--- config.mk ---
export PLATFORM = sky130hd
export DESIGN_NAME = if_id_pipe
export DESIGN_NICKNAME = d
export VERILOG_FILES = /design/src/rtl/if_id_pipe.sv
export SDC_FILE = /design/constraint.sdc
export NUM_CORES = 1
export LEC_CHECK = 0
export CAP_MARGIN = 10
export CORE_MARGIN = 5
export CORE_UTILIZATION = 25
export CTS_CLUSTER_SIZE = 12
export DETAILED_ROUTE_END_ITERATION = 8
export GPL_TIMING_DRIVEN = 1
export MAX_ROUTING_LAYER = met4
export PLACE_DENSITY_LB_ADDON = 0.2
export SYNTH_ARGS = -nofsm -noshare
export SYNTH_HDL_FRONTEND = slang
export SYNTH_SLANG_ARGS = --single-unit
--- constraint.sdc ---
create_clock -name clk -period 6.05 [get_ports clk]
set_input_delay 0.605 -clock clk [delete_from_list [all_inputs] [get_ports clk]]
set_output_delay 0.605 -clock clk [all_outputs]
set_load 0.005 [all_outputs]
--- src/rtl/if_id_pipe.sv ---
// IF/ID pipeline register: realigns fetch PC with next-cycle BRAM data.
// Optional IF_ID_PERF_EN adds saturating stall/flush event counters.
`timescale 1ns/1ps
module if_id_pipe #(
    parameter int unsigned     XLEN      = 32,
    parameter logic [XLEN-1:0] NOP_INSTR = 32'h0000_0013,
    parameter logic [XLEN-1:0] RESET_PC  = 32'h0000_0000
) (
    input  logic            clk,
    input  logic            rst,
    input  logic            stall,
    input  logic            flush,
    input  logic            f_valid,
    input  logic [XLEN-1:0] f_pc,
    input  logic [XLEN-1:0] f_pcplus4,
    input  logic [XLEN-1:0] f_instr,
    output logic            d_valid,
    output logic [XLEN-1:0] d_pc,
    output logic [XLEN-1:0] d_pcplus4,
    output logic [XLEN-1:0] d_instr
`ifdef IF_ID_PERF_EN
    ,
    output logic [31:0]     perf_stall_cnt,
    output logic [31:0]     perf_flush_cnt
`endif
);

    localparam logic [XLEN-1:0] RESET_PC4 = RESET_PC + XLEN'(4);

    typedef struct packed {
        logic            valid;
        logic [XLEN-1:0] pc;
        logic [XLEN-1:0] pcplus4;
        logic            held;
        logic [XLEN-1:0] instr;
    } a_slot_t;

    typedef struct packed {
        logic            valid;
        logic [XLEN-1:0] pc;
        logic [XLEN-1:0] pcplus4;
        logic [XLEN-1:0] instr;
    } d_slot_t;

    a_slot_t a_q, a_d;
    d_slot_t d_q, d_d;

    logic [XLEN-1:0] instr_sel;

    // A held word wins over the live BRAM output once captured in a stall.
    assign instr_sel = a_q.held ? a_q.instr : f_instr;

    always_comb begin
        a_d = a_q;
        d_d = d_q;
        if (flush) begin
            a_d.valid = 1'b0;
            a_d.held  = 1'b0;
            d_d.valid = 1'b0;
            d_d.instr = NOP_INSTR;
        end else if (stall) begin
            if (a_q.valid && !a_q.held) begin
                a_d.instr = f_instr;
                a_d.held  = 1'b1;
            end
        end else begin
            d_d.valid   = a_q.valid;
            d_d.pc      = a_q.pc;
            d_d.pcplus4 = a_q.pcplus4;
            d_d.instr   = a_q.valid ? instr_sel : NOP_INSTR;
            a_d.valid   = f_valid;
            a_d.pc      = f_pc;
            a_d.pcplus4 = f_pcplus4;
            a_d.held    = 1'b0;
        end
    end

    always_ff @(posedge clk or posedge rst) begin
        if (rst) begin
            a_q.valid   <= 1'b0;
            a_q.pc      <= RESET_PC;
            a_q.pcplus4 <= RESET_PC4;
            a_q.held    <= 1'b0;
            a_q.instr   <= NOP_INSTR;
            d_q.valid   <= 1'b0;
            d_q.pc      <= RESET_PC;
            d_q.pcplus4 <= RESET_PC4;
            d_q.instr   <= NOP_INSTR;
        end else begin
            a_q <= a_d;
            d_q <= d_d;
        end
    end

    assign d_valid   = d_q.valid;
    assign d_pc      = d_q.pc;
    assign d_pcplus4 = d_q.pcplus4;
    assign d_instr   = d_q.instr;

`ifdef IF_ID_PERF_EN
    logic [31:0] stall_cnt_q, stall_cnt_d;
    logic [31:0] flush_cnt_q, flush_cnt_d;

    always_comb begin
        stall_cnt_d = stall_cnt_q;
        flush_cnt_d = flush_cnt_q;
        if (stall && d_q.valid && (stall_cnt_q != '1)) begin
            stall_cnt_d = stall_cnt_q + 32'd1;
        end
        if (flush && (a_q.valid || d_q.valid) && (flush_cnt_q != '1)) begin
            flush_cnt_d = flush_cnt_q + 32'd1;
        end
    end

    always_ff @(posedge clk or posedge rst) begin
        if (rst) begin
            stall_cnt_q <= '0;
            flush_cnt_q <= '0;
        end else begin
            stall_cnt_q <= stall_cnt_d;
            flush_cnt_q <= flush_cnt_d;
        end
    end

    assign perf_stall_cnt = stall_cnt_q;
    assign perf_flush_cnt = flush_cnt_q;
`else
    // Counters absent; the pipeline path is identical.
`endif

endmodule

==> impl_metrics.csv <==
group,metric,value,unit
pwr,internal_power,2530,uW
synthesis,avgSynthCellArea,16.9,sq um
synthesis,ys_top_cells_by_area,"dfrtp_1 (60%), mux2_2 (19%), mux2_4 (5.8%)",
clock_tree,cts_tree,"built",
synthesis,synth_area,0.00777,sq mm
sta,fin_crit_sh,0.378,
layout,num-nets-final,753,
grt,grt_max_degree,145,
floorplan,die-area,0.0347,sq mm
floorplan,initial_core_util,0.253,
detailed_routing,detail_route.vias_per_cell,4.19,
sta,setup-tns-final,0,ns
layout,synthToLayoutAreaGrowth,36.3,%
sta,max_freq,0.437,GHz
synthesis,yosys.area.top_type_share,0.602,
synthesis,synth-compound-area-share,0.0367,
floorplan,io_pins,198,
clock_tree,postCtsHoldBufs,0,
sta,timing.hold.ws,0.498,ns
synthesis,synth_top_family_by_area,"multiplexers",
run,cap_violations,0,
synthesis,yosysWarnings,0,
floorplan,placementRows,64,
synthesis,yosysSeqAreaShare,0.629,
detailed_routing,detail-route-antenna-nets,0,
grt,grt_pass1_wl,28.1,mm
worst_setup_path,crit_start,"a_q[32]",
pwr,peakVddDrop,0.158,mV
place,gp_congestion,0.754,
worst_setup_path,path_class,"reg2reg",
grt,grt_overflow,0,
clock_tree,cts_setup_buffers,0,
place,place_hpwl,11.9,mm
sta,rsz0062_at_grt,"false",
detailed_routing,drt_iter0_markers,176,
sta,tightestPinTransition,1.05,ns
worst_setup_path,critPathRequiredTime,6.36,ns
sta,period_needed,2.29,ns
synthesis,yosysTopAreaCell,"dfrtp_1",
pwr,leakagePower,0.00427,uW
pwr,power_density,319,mW/mm^2
grt,grt_pass1_vias,5063,
synthesis,synth-adder-area-share,0,
floorplan,chipHeight,186,um
layout,fill_cells,2976,
clock_tree,cts.sinks,195,
synthesis,synth-seq-cells,195,
detailed_routing,vias,4450,
worst_setup_path,r2r_start,"a_q[32]",
sta,final_max_slew_viol_count,0,
synthesis,synth_nets,561,
synthesis,synthSimpleGateAreaFrac,0.00789,
detailed_routing,wirelength,17.7,mm
detailed_routing,drc,0,
worst_hold_path,worstHoldPathType,"reg2reg",
layout,final_cell_mix,"clkdlybuf4s50_1 (197), dfrtp_1 (186), mux2_2 (133)",
status,outcome,"finished, final reports clean",
sta,hold_violations,0,
pwr,clock_power_share,0.315,
pwr,power.switching,848,uW
synthesis,yosys.cell_types.count,19,
synthesis,synthXorXnorAreaFrac,0,
layout,final_common_cell,"clkdlybuf4s50_1",
floorplan,core_area,0.0307,sq mm
clock_tree,cts.clk_slew.worst_paths,0.07,ns
synthesis,syn_inst,460,
pwr,p_sw_frac,0.251,
clock_tree,cts_buffer_depth,2,
worst_hold_path,hp-start,"d_instr[21]",
grt,grt_usage,0.107,
detailed_routing,wl_per_cell,16.7,um
clock_tree,root_buffer,"clkbuf_16",
clock_tree,numCtsBuffers,17,
worst_setup_path,crit_path_start_kind,"flop",
clock_tree,htree_levels,4,
sta,report.final.setup_viol,0,
sta,maxSlewHeadroom,0.300,
worst_setup_path,cp_max_fo,34,
pwr,p_seq_frac,0.492,
floorplan,die_x,186,um
pwr,power_frac_comb,0.193,
synthesis,synth_mux_area_frac,0.289,
grt,antenna_found_initial,1,
clock_tree,worstSkewPairLatency,0.43,ns
sta,fin_skew,0.0119,ns
clock_tree,cts-resized-gates,0,
worst_setup_path,end_kind,"flop",
detailed_routing,dr.pass1.iters,4,
layout,drive_gt1_frac,0.319,
worst_setup_path,cp.arrival,2.59,ns
place,port_buffers,197,
## critical path, stage by stage (launching register included)
cell	delay (ns)
dfrtp_2	0.78
nor4bb_4	0.41
buf_4	0.57
mux2_2	0.40
## metal layers
| metal | vias to the layer above | track usage | wire, um |
|---|---|---|---|
| met2 | 145 | 0.156 | 7850 |
| li1 | 2031 | - | - |
| met1 | 2261 | 0.135 | 7890 |
| met4 | 0 | 0.0271 | 192 |
| met3 | 13 | 0.0490 | 1810 |
| met5 | - | - | 0 |
## worst paths after layout
path | cells after the start | slack (ns) | to
max | 3 | 3.76 | a_q[31]
min | 1 | 0.50 | d_instr[21]
max reg2reg | 3 | 3.76 | a_q[31]
min reg2reg | 1 | 0.50 | d_instr[21]
max in group asynchronous | 3 | 3.94 | a_q[36]
min in group asynchronous | 2 | 0.78 | a_q[72]
## cell usage after synthesis, drive strengths merged
library cell  count
mux2i            30
o2bb2ai          29
inv               2
clkbuf            2
or3b              1
mux2            163
nor2              4
dfstp             8
o22a              3
o21ai             1
nand2b            1
nor2b             1
nor4bb            1
dfrtp           187
buf              27
## area by class of cell
class / count / area (sq um) / share of cell area
well taps: 396 / 495 / 0.0468
clock buffers: 17 / 425 / 0.0402
multi-input cells: 234 / 2610 / 0.246
inverters: 2 / 15.0 / 0.00142
clock inverters: 14 / 115 / 0.0109
flip-flops and latches: 195 / 4890 / 0.462
diodes: 1 / 2.50 / 0.000236
repair buffers: 202 / 2040 / 0.193
## power by group through the flow
| stage | logic (uW) | registers, uW | clock network (uW) |
|---|---|---|---|
| detailed placement | 663 | 1690 | 0 |
| floorplan | 312 | 1670 | 0 |
| global route | 709 | 1700 | 1160 |
| finish | 653 | 1660 | 1060 |
| global placement | 653 | 1680 | 0 |
| CTS | 668 | 1670 | 1110 |
## through the flow
stage	utilization	area (sq um)	power [uW]	std cells	setup WS [ns]
6_report	0.345	10600	3380	1061	3.76
5_1_grt	0.345	10600	3570	1061	3.58
4_1_cts	0.344	10600	3450	1059	3.73
3_5_place_dp	0.327	10000	2350	1028	3.30
3_3_place_gp	0.327	10000	2330	1028	3.32
2_1_floorplan	-	7770	1980	460	0.146
## registers in the layout, summed over array words and instances (netlist names)
| signal | cells |
|---|---|
| d_valid | 1 |
| d_instr | 32 |
| d_pc | 32 |
| a_q | 98 |
| d_pcplus4 | 32 |
## cells by family (layout without fill, tap and decap cells)
group,count (synthesis),count (layout)
mux,193,193
flops,195,195
simple gates,8,8
buf+inv,31,235
other cells,0,1
compound gates,33,33
(Power assumes the default switching activity.)
